`src/rtl/register.sv`:
```
// General-purpose edge-triggered storage register with write enable.
// Holds one WIDTH-bit word; asynchronous active-low reset forces RESET_VALUE.
module register #(
   parameter int                WIDTH       = 32,
   parameter logic [WIDTH-1:0]  RESET_VALUE = '0
) (
   input  logic             clk,
   input  logic             reset,
   input  logic             enable,
   input  logic [WIDTH-1:0] d,
   output logic [WIDTH-1:0] q
);

   // Reset wins over a coincident enabled edge; otherwise load or hold.
   always_ff @(posedge clk or negedge reset) begin
      if (!reset)
         q <= RESET_VALUE;
      else if (enable)
         q <= d;
   end

endmodule

```
`config.mk`:
```
export PLATFORM = sky130hd
export DESIGN_NAME = register
export DESIGN_NICKNAME = d
export VERILOG_FILES = /design/src/rtl/register.sv
export SDC_FILE = /design/constraint.sdc
export NUM_CORES = 1
export LEC_CHECK = 0
export ABC_AREA = 1
export CORE_ASPECT_RATIO = 0.7
export CORE_MARGIN = 4
export CORE_UTILIZATION = 35
export CTS_BUF_LIST = sky130_fd_sc_hd__clkbuf_8 sky130_fd_sc_hd__clkbuf_16
export DETAILED_ROUTE_END_ITERATION = 16
export PLACE_DENSITY = 0.82
export SLEW_MARGIN = 10
export SYNTH_ARGS = -nofsm -noshare
export SYNTH_HDL_FRONTEND = slang
export SYNTH_SLANG_ARGS = --single-unit
export TNS_END_PERCENT = 5
```
`constraint.sdc`:
```
create_clock -name clk -period 0.8 [get_ports clk]
set_input_delay 0.16 -clock clk [delete_from_list [all_inputs] [get_ports clk]]
set_output_delay 0.16 -clock clk [all_outputs]
set_load 0.03 [all_outputs]
```
* Word level (Yosys, flattened, before mapping)
Index checks and enable logic that the tools add are counted.
** Word-level totals
- Bits in registers :: 32
- Bits in latches :: 0
- Memory bits (writable) :: 0
- Memory bits (read-only) :: 0
- Input port bits :: 35
- Output and inout port bits :: 32
- Word-level logic and storage cells :: 1
- Memories kept :: 0
** Cells by class
- $add $sub $neg :: 0
- Multipliers :: 0
- Div/mod/pow operators :: 0
- Magnitude comparators :: 0
- Equal/unequal tests :: 0
- Shift-type cells :: 0
- Muxes and demuxes :: 0
- Bitwise gates (word level) :: 0
- Reduce and logical (&&, ||, !) cells :: 0

* Logic depth before layout (Yosys ltp)
Gate-level depths: netlist of run 1.
- Word-level depth :: 0
- Gate-level depth with buffers :: 5
- Mapped depth without buffers :: 3

* Worst setup path before layout of run 1
Ideal clock, no wire load.
- Path type :: flip-flop to flip-flop
- Start point :: register q[0] (netlist name)
- End point :: register q[0]
- Setup time :: 0.117 ns
- Data arrival time :: 0.616 ns
- Data required time :: 0.683 ns
- Slack :: 0.066 ns
- Stages on the path, launching flop included :: 3
- Buffers on the path :: 0
- Path through :: dfrtp_1 > nand2_2 > nand2_1
** RTL lines
- end signal, assigned :: RTL line 17 : q <= RESET_VALUE;
- end signal, assigned :: RTL line 19 : q <= d;
- end, declared :: RTL line 11 : output logic [WIDTH-1:0] q

* Final worst setup path of run 1
- Start point :: register q[6]
- End point :: output q[6]
No word-level cell between the ends.

==> impl_metrics.json, run 1 <==
{
  "fillers": 314,
  "root_buffer": "clkbuf_8",
  "ir_drop_mv": 1.073,
  "vias": 1093,
  "yosys.area.top_type_share_pct": 61.96,
  "start_kind": "flip-flop",
  "final_max_slew_viol_count": 0,
  "areaGrowthSynthToFinish_pct": 70.28,
  "leakagePower_nw": 1.145,
  "final_util_pct": 62.24,
  "finClkSkew_ns": 0,
  "tightestPinTransition_ns": 0.1723,
  "grt_pass1_wl_um": 5175,
  "routed_via_density": 4.094,
  "critical-path-top-delay-family": "flip-flops",
  "insertedDiodeCount": 0,
  "power_density_nw_per_um2": 1910,
  "clk_pin_slew_ns": 0.06,
  "drive_gt1_share_pct": 29.03,
  "grt-ovfl-total": 0,
  "drc_errors": 0,
  "placementRows": 18,
  "die_h_um": 58.84,
  "worst_ep_required_time_ns": 0.64,
  "routedWlPerCell_um": 11.71,
  "ys_warn_count": 0,
  "cp_cell_sequence": "buf_6",
  "syn_nets": 171,
  "violations": "setup timing",
  "top_layer_used": "met4",
  "synth_cell_types": 7,
  "cts_tree": "built",
  "io_pins": 67,
  "final_area_sq_um": 2201,
  "rsz0062_at_grt": "true",
  "path_buf_inv": 1,
  "wl_met2_um": 1493,
  "power_mw": 4.204,
  "h-tree-depth": 2,
  "netlist_top_cells_area": "dfrtp_1, nand2_1, nand2_2",
  "setup-tns-final_ns": -5.272,
  "setup_viol": 32,
  "maxCapViolCount": 0,
  "cts_buffer_depth": 2,
  "postPlaceCellArea_sq_um": 1916,
  "drt_wl_total_um": 3126,
  "grt_pass1_vias": 1150,
  "timing.final.crit_share_pct": 123.9,
  "routabilityCongestion": 0.6848,
  "crit_path_end_kind": "output port",
  "dr_wl_met3_um": 303,
  "hp-class": "in2async",
  "hpwl_um": 2129,
  "period_needed_ns": 0.9914,
  "clkLatencyLatePin_ns": 0.27,
  "drtIter0Drc": 21,
  "clock-sinks": 32,
  "reg_top3": "q x32",
  "antenna_left": 0,
  "io_buffers": 66,
  "worstPathMaxFanout": 2,
  "largest_reg_flops": 32,
  "netlist_instances": 136,
  "crit_type": "reg2out",
  "cts_hold_buf": 0,
  "dr.pass1.iters": 4,
  "critPathArrivalTime_ns": 0.83,
  "numCtsBuffers": 5,
  "status": "complete, but fails checks",
  "antenna_found_initial": 0,
  "synth-seq-cells": 32,
  "m1WireLength_um": 1307,
  "whs_ns": 0.2618,
  "cp_slowest_stage_delay_ns": 0.41,
  "netlist_area_sq_um": 1292,
  "syn_area_per_cell_sq_um": 9.504,
  "relSlewSlack_pct": 88.52,
  "worst_slack_ns": -0.1914,
  "dieArea_sq_um": 4744,
  "fmax_mhz": 1009,
  "largest-register": "q",
  "crit_slowest_cell": "dfrtp_1",
  "grt_max_degree": 33,
  "hold_viol": 0,
  "nNetsFinal": 251,
  "start_util_pct": 36.55,
  "grtUsageTotal_pct": 14.31,
  "die-width_um": 80.63,
  "yosysTopAreaCell": "dfrtp_1",
  "synth-seq-area-share_pct": 61.96,
  "coreArea_sq_um": 3536
}
Yosys cell counts:
cell type,count
nand2_1,86
dfrtp_1,32
nand2_2,10
buf_6,3
clkbuf_8,3
buf_12,1
inv_8,1
area by class of cell:
cell class	instances	area [sq um]	share of cell area, %
timing repair buffer	80	845.8	38.43
sequential	32	800.8	36.38
multi-input combinational	96	385.4	17.51
clock buffer	6	82.58	3.752
tap	50	62.56	2.843
inverter	1	16.27	0.7391
clock inverter	2	7.507	0.3411
per-layer routing:
metal,vias up,global-route usage [%]
met5,-,0
met4,0,4.337
met3,3,5.352
met2,45,24.41
met1,479,16.98
li1,566,-
cells by family (layout without fill, tap and decap cells):
family                 after synthesis  count (layout)  synth area share [%]
buffers and inverters                8              89                 8.228
flip-flops                          32              32                 61.96
AND/OR/NAND/NOR                     96              96                 29.82
power breakdown:
| group | switching (mW) | total [mW] | internal, mW |
|---|---|---|---|
| Sequential | 0.108 | 1.87 | 1.76 |
| Clock | 0.523 | 1.20 | 0.674 |
| Combinational | 0.567 | 1.13 | 0.568 |
what timing repair did:
action | in CTS | in global routing
endpoints found under the setup margin | 64 | 32
gates resized for setup | 35 | 0
buffers inserted | 9 | 0
cloned | 0 | 0
worst paths after layout:
kind                                        start                end  slack [ns]  depth (start not counted)
worst max-delay path             q[6]$_DFFE_PN0P_               q[6]       -0.19                          1
worst min-delay path                        reset   q[4]$_DFFE_PN0P_        0.26                          2
worst max register to register   q[8]$_DFFE_PN0P_   q[8]$_DFFE_PN0P_        0.07                          3
worst min register to register  q[23]$_DFFE_PN0P_  q[23]$_DFFE_PN0P_        0.49                          2
max in group asynchronous                   reset  q[27]$_DFFE_PN0P_        0.37                          2
min in group clk                            d[13]  q[13]$_DFFE_PN0P_        0.42                          3
placed cells by master, fill, tap and decap left out:
cell type / instances
clkdlybuf4s50_1: 33
buf_12: 3
nand2_1: 86
buf_6: 33
dlygate4sd2_1: 1
nand2_2: 10
clkbuf_8: 6
inv_1: 2
dfrtp_1: 32
buf_4: 10
inv_12: 1
per-stage QoR:
step	setup WS (ns)	cells
after global placement	-0.3423	250
final	-0.1914	267
after global routing	-0.2215	267
after floorplan	0.06627	136
after CTS	-0.1940	267
after detailed placement	-0.3687	250
Power figures use the tool's default switching activity.
==> inputs of run 2 (changes only) <==
--- a/config.mk
+++ b/config.mk
@@ -12,6 +12,7 @@
 export CTS_BUF_LIST = sky130_fd_sc_hd__clkbuf_8 sky130_fd_sc_hd__clkbuf_16
 export DETAILED_ROUTE_END_ITERATION = 16
 export PLACE_DENSITY = 0.82
+export SKIP_CTS_REPAIR_TIMING = 1
 export SLEW_MARGIN = 10
 export SYNTH_ARGS = -nofsm -noshare
 export SYNTH_HDL_FRONTEND = slang
==> run 2 against run 1 <==
The flow still finishes with violations (setup timing). Worst hold slack lost 0.0027 ns. Final area down 0.74%. Utilization fell by 0.46 points. Critical path depth unchanged. Register-to-register slack hardly changed. Clock power about the same. Count of clock-buffer cells in the layout unchanged. First-iteration DRC count is the same. Sequential power is essentially flat. Critical path type unchanged. Largest power group unchanged. Highest routed layer unchanged.
==> impl_metrics.json, run 2 (same netlist as run 1, synthesis figures left out) <==
{
  "antenna_left": 0,
  "leakagePower_nw": 1.133,
  "hpwl_um": 2129,
  "power_mw": 4.198,
  "tightestPinTransition_ns": 0.2021,
  "die-width_um": 80.63,
  "largest_reg_flops": 32,
  "crit_slowest_cell": "dfrtp_1",
  "h-tree-depth": 2,
  "final_area_sq_um": 2185,
  "setup_viol": 64,
  "critical-path-top-delay-family": "flip-flops",
  "worstPathMaxFanout": 2,
  "die_h_um": 58.84,
  "final_max_slew_viol_count": 0,
  "numPlacedInstances": 250,
  "dp_slack_ns": -0.3687,
  "vias": 1091,
  "coreArea_sq_um": 3536,
  "numCtsBuffers": 5,
  "met1_usage_pct": 15.20,
  "routedWlPerCell_um": 11.84,
  "grtUsageTotal_pct": 12.86,
  "use_met3_pct": 5.199,
  "final_cells": 265,
  "power_density_nw_per_um2": 1922,
  "antenna_found_initial": 0,
  "drt_wl_total_um": 3137,
  "largest-register": "q",
  "hold_viol": 0,
  "clock-sinks": 32,
  "clk_pin_slew_ns": 0.06,
  "grt_pass1_vias": 1050,
  "postPlaceCellArea_sq_um": 1916,
  "placementRows": 18,
  "drive_gt1_share_pct": 28.84,
  "fillers": 315,
  "violations": "setup timing",
  "reg_top3": "q x32",
  "crit_path_end_kind": "output port",
  "insertedDiodeCount": 0,
  "worst_ep_required_time_ns": 0.64,
  "worst_slack_ns": -0.1850,
  "status": "complete, but fails checks",
  "dr.pass1.iters": 4,
  "critPathArrivalTime_ns": 0.83,
  "period_needed_ns": 0.9850,
  "final_common_cell": "nand2_1",
  "start_kind": "flip-flop",
  "maxCapViolCount": 0,
  "path_buf_inv": 1,
  "grt-ovfl-total": 0,
  "clkLatencyLatePin_ns": 0.27,
  "grt-busiest-layer": "met2",
  "routabilityCongestion": 0.6848,
  "start_util_pct": 36.55,
  "cp_slowest_stage_delay_ns": 0.41,
  "relSlewSlack_pct": 86.53,
  "dieArea_sq_um": 4744,
  "routed_via_density": 4.117,
  "nNetsFinal": 249,
  "io_pins": 67,
  "finClkSkew_ns": 0,
  "most-common-layout-cells": "nand2_1, clkdlybuf4s50_1, buf_6",
  "final_util_pct": 61.78,
  "fmax_mhz": 1015,
  "rsz0062_at_grt": "true",
  "hp-class": "in2async",
  "grt_pass1_wl_um": 4629,
  "cp_cell_sequence": "buf_6",
  "use_met2_pct": 21.46,
  "grt_max_degree": 33,
  "io_buffers": 66,
  "ir_drop_mv": 1.087,
  "root_buffer": "clkbuf_8",
  "setup-tns-final_ns": -6.478,
  "areaGrowthSynthToFinish_pct": 69.02,
  "crit_type": "reg2out",
  "drtIter0Drc": 21,
  "timing.final.crit_share_pct": 123.1,
  "cts_tree": "built",
  "whs_ns": 0.2591,
  "drc_errors": 0,
  "cts_buffer_depth": 2
}
## run 2: cell types whose count changed in the layout (fill, tap and decap cells not counted)
cell | before | now
dlygate4sd2_1 | 1 | 0
inv_12 | 1 | 0
nand2_2 | 10 | 11
buf_4 | 10 | 8
nand2_1 | 86 | 85
inv_8 | 0 | 1
clkdlybuf4s50_1 | 33 | 34
## run 2: worst paths after layout
kind	from	end	slack [ns]	cells after the start
max	q[5]$_DFFE_PN0P_	q[5]	-0.19	1
min	reset	q[31]$_DFFE_PN0P_	0.26	2
max reg2reg	q[10]$_DFFE_PN0P_	q[10]$_DFFE_PN0P_	0.07	3
min reg2reg	q[23]$_DFFE_PN0P_	q[23]$_DFFE_PN0P_	0.49	2
max in group asynchronous	reset	q[27]$_DFFE_PN0P_	0.38	2
min in group clk	d[13]	q[13]$_DFFE_PN0P_	0.42	3
## run 2: power by group
group / internal, mW / switching [mW]
Combinational: 0.558 / 0.561
Sequential: 1.76 / 0.110
Clock: 0.675 / 0.530
## run 2: final cells by class
class	count	area [sq um]	share of cell area [%]
Clock inverter	2	7.507	0.3436
Inverter	1	11.26	0.5155
Clock buffer	6	82.58	3.780
Timing Repair Buffer	78	832.0	38.09
Multi-Input combinational cell	96	387.9	17.75
Sequential cell	32	800.8	36.66
Tap cell	50	62.56	2.864
## run 2: per-layer routing
layer	share of wire, %	up-vias
li1	-	560
met1	42	484
met2	48	44
met3	9.5	3
met4	0.70	0
met5	0	-
==> inputs of run 3 (changes only) <==
--- a/config.mk
+++ b/config.mk
@@ -5,13 +5,14 @@
 export SDC_FILE = /design/constraint.sdc
 export NUM_CORES = 1
 export LEC_CHECK = 0
-export ABC_AREA = 1
 export CORE_ASPECT_RATIO = 0.7
 export CORE_MARGIN = 4
-export CORE_UTILIZATION = 35
+export CORE_UTILIZATION = 36
 export CTS_BUF_LIST = sky130_fd_sc_hd__clkbuf_8 sky130_fd_sc_hd__clkbuf_16
+export CTS_CLUSTER_SIZE = 14
 export DETAILED_ROUTE_END_ITERATION = 16
-export PLACE_DENSITY = 0.82
+export PLACE_DENSITY = 0.83
+export REMOVE_ABC_BUFFERS = 1
 export SKIP_CTS_REPAIR_TIMING = 1
 export SLEW_MARGIN = 10
 export SYNTH_ARGS = -nofsm -noshare
==> run 3 against run 2 <==
The flow still finishes with violations (setup timing). Setup slack got worse by 0.0043 ns. Synthesized area increased by 4.1%. Utilization up 1.9 points. Largest cell class unchanged. Maximum frequency fell by 0.44%. Critical path type unchanged. Sequential power increased by 2%. Flip-flop and latch count is the same.
==> impl_metrics.json, run 3 <==
{
  "finClkSkew_ns": 0,
  "synth_most_common_cell": "dfrtp_1",
  "clock-sinks": 32,
  "routabilityCongestion": 0.6526,
  "netlist_area_sq_um": 1345,
  "dr_wl_met3_um": 282,
  "ys_async_sr_fraction_pct": 100.0,
  "areaGrowthSynthToFinish_pct": 68.56,
  "largest-register": "q",
  "vias": 842,
  "synth_edf_count": 0,
  "worstPathMaxFanout": 2,
  "leakagePower_nw": 1.080,
  "rsz0062_at_grt": "true",
  "crit_slowest_cell": "dfrtp_1",
  "synth_cell_types": 5,
  "setup-tns-final_ns": -6.217,
  "yosysTopAreaCell": "dfrtp_1",
  "synth-seq-cells": 32,
  "netlist_top_cells_area": "dfrtp_1, mux2_4, buf_12",
  "coreArea_sq_um": 3558,
  "largest_reg_flops": 32,
  "wl_met2_um": 1321,
  "rrSetupSlack_ns": -0.11,
  "cts_tree": "built",
  "grt_pass1_wl_um": 4581,
  "whs_ns": 0.2364,
  "relSlewSlack_pct": 88.78,
  "antenna_found_initial": 0,
  "m1WireLength_um": 1234,
  "h-tree-depth": 2,
  "antenna_left": 0,
  "die-width_um": 81.06,
  "tightestPinTransition_ns": 0.1683,
  "top_layer_used": "met3",
  "critPathArrivalTime_ns": 0.83,
  "cts_buffer_depth": 2,
  "numCtsBuffers": 5,
  "io_pins": 67,
  "yosys.area.top_type_share_pct": 59.53,
  "start_util_pct": 37.80,
  "drt_wl_total_um": 2838,
  "maxCapViolCount": 0,
  "final_common_cell": "clkdlybuf4s50_1",
  "die_h_um": 59.14,
  "drive_gt1_share_pct": 56.08,
  "grt_pass1_vias": 942,
  "start_kind": "flip-flop",
  "status": "complete, but fails checks",
  "syn_area_per_cell_sq_um": 19.78,
  "clkLatencyLatePin_ns": 0.27,
  "nNetsFinal": 182,
  "final_max_slew_viol_count": 0,
  "root_buffer": "clkbuf_8",
  "insertedDiodeCount": 0,
  "cp_slowest_stage_delay_ns": 0.41,
  "grt-ovfl-total": 0,
  "synth-seq-area-share_pct": 59.53,
  "worst_ep_required_time_ns": 0.64,
  "ys_warn_count": 0,
  "fmax_mhz": 1011,
  "path_buf_inv": 1,
  "routed_via_density": 4.253,
  "power_density_nw_per_um2": 2139,
  "timing.final.crit_share_pct": 123.7,
  "crit_type": "reg2out",
  "crit_path_end_kind": "output port",
  "grtUsageTotal_pct": 12.83,
  "reg_top3": "q x32",
  "clk_pin_slew_ns": 0.07,
  "dieArea_sq_um": 4794,
  "hpwl_um": 2112,
  "ys.flop_type": "dfrtp_1",
  "period_needed_ns": 0.9894,
  "numPlacedInstances": 183,
  "drc_errors": 0,
  "postPlaceCellArea_sq_um": 1972,
  "hp-class": "in2async",
  "io_buffers": 66,
  "final_cells": 198,
  "placementRows": 18,
  "routedWlPerCell_um": 14.33,
  "worst_slack_ns": -0.1894,
  "grt_max_degree": 33,
  "setup_viol": 39,
  "hold_viol": 0,
  "synthTopCellsByCount": "dfrtp_1, mux2_4, buf_12, mux2_2, buf_6",
  "critical-path-top-delay-family": "flip-flops",
  "drtIter0Drc": 10,
  "netlist_instances": 68,
  "dr.pass1.iters": 2,
  "final_area_sq_um": 2267,
  "violations": "setup timing",
  "ir_drop_mv": 0.9931,
  "cp_cell_sequence": "buf_6",
  "most-common-layout-cells": "clkdlybuf4s50_1, dfrtp_1, buf_6",
  "fillers": 277
}
run 3: worst paths after layout:
path                                        start           endpoint  cells after the start
worst min-delay path                        reset   q[7]$_DFFE_PN0P_                      2
max in group asynchronous                   reset  q[11]$_DFFE_PN0P_                      2
worst min register to register  q[11]$_DFFE_PN0P_  q[11]$_DFFE_PN0P_                      1
worst max register to register   q[3]$_DFFE_PN0P_   q[3]$_DFFE_PN0P_                      2
worst max-delay path            q[17]$_DFFE_PN0P_              q[17]                      1
min in group clk                           enable   q[7]$_DFFE_PN0P_                      3
run 3: power breakdown:
part           internal [mW]  switching [mW]  total [mW]
logic                  0.742           0.553        1.29
registers               1.78           0.129        1.91
clock network           1.10           0.545        1.64
run 3: logic make-up (layout without fill, tap and decap cells):
| family | count (synthesis) | after routing | share of synthesized area (%) |
|---|---|---|---|
| buffers and inverters | 4 | 84 | 5.302 |
| muxes | 32 | 32 | 35.16 |
| DFF | 32 | 32 | 59.54 |
run 3: through the flow:
stage	total power, mW	utilization [%]	worst slack, ns
finish	4.850	63.71	-0.1894
floorplan	2.482	-	-0.08867
global route	5.066	63.71	-0.2274
global placement	3.044	55.41	-0.1569
detailed placement	3.067	55.41	-0.1928
CTS	4.731	58.97	-0.2178
run 3: layout make-up:
class / count / area, sq um / area share [%]
Tap cell: 50 / 62.56 / 2.759
Timing Repair Buffer: 76 / 804.5 / 35.49
Sequential cell: 32 / 800.8 / 35.32
Clock inverter: 1 / 30.03 / 1.325
Multi-Input combinational cell: 32 / 473.0 / 20.86
Clock buffer: 7 / 96.34 / 4.249
run 3: layer usage:
layer,vias up,GRT usage (%)
li1,392,-
met4,0,5.060
met2,43,18.83
met1,407,16.30
met5,-,0
met3,0,6.231
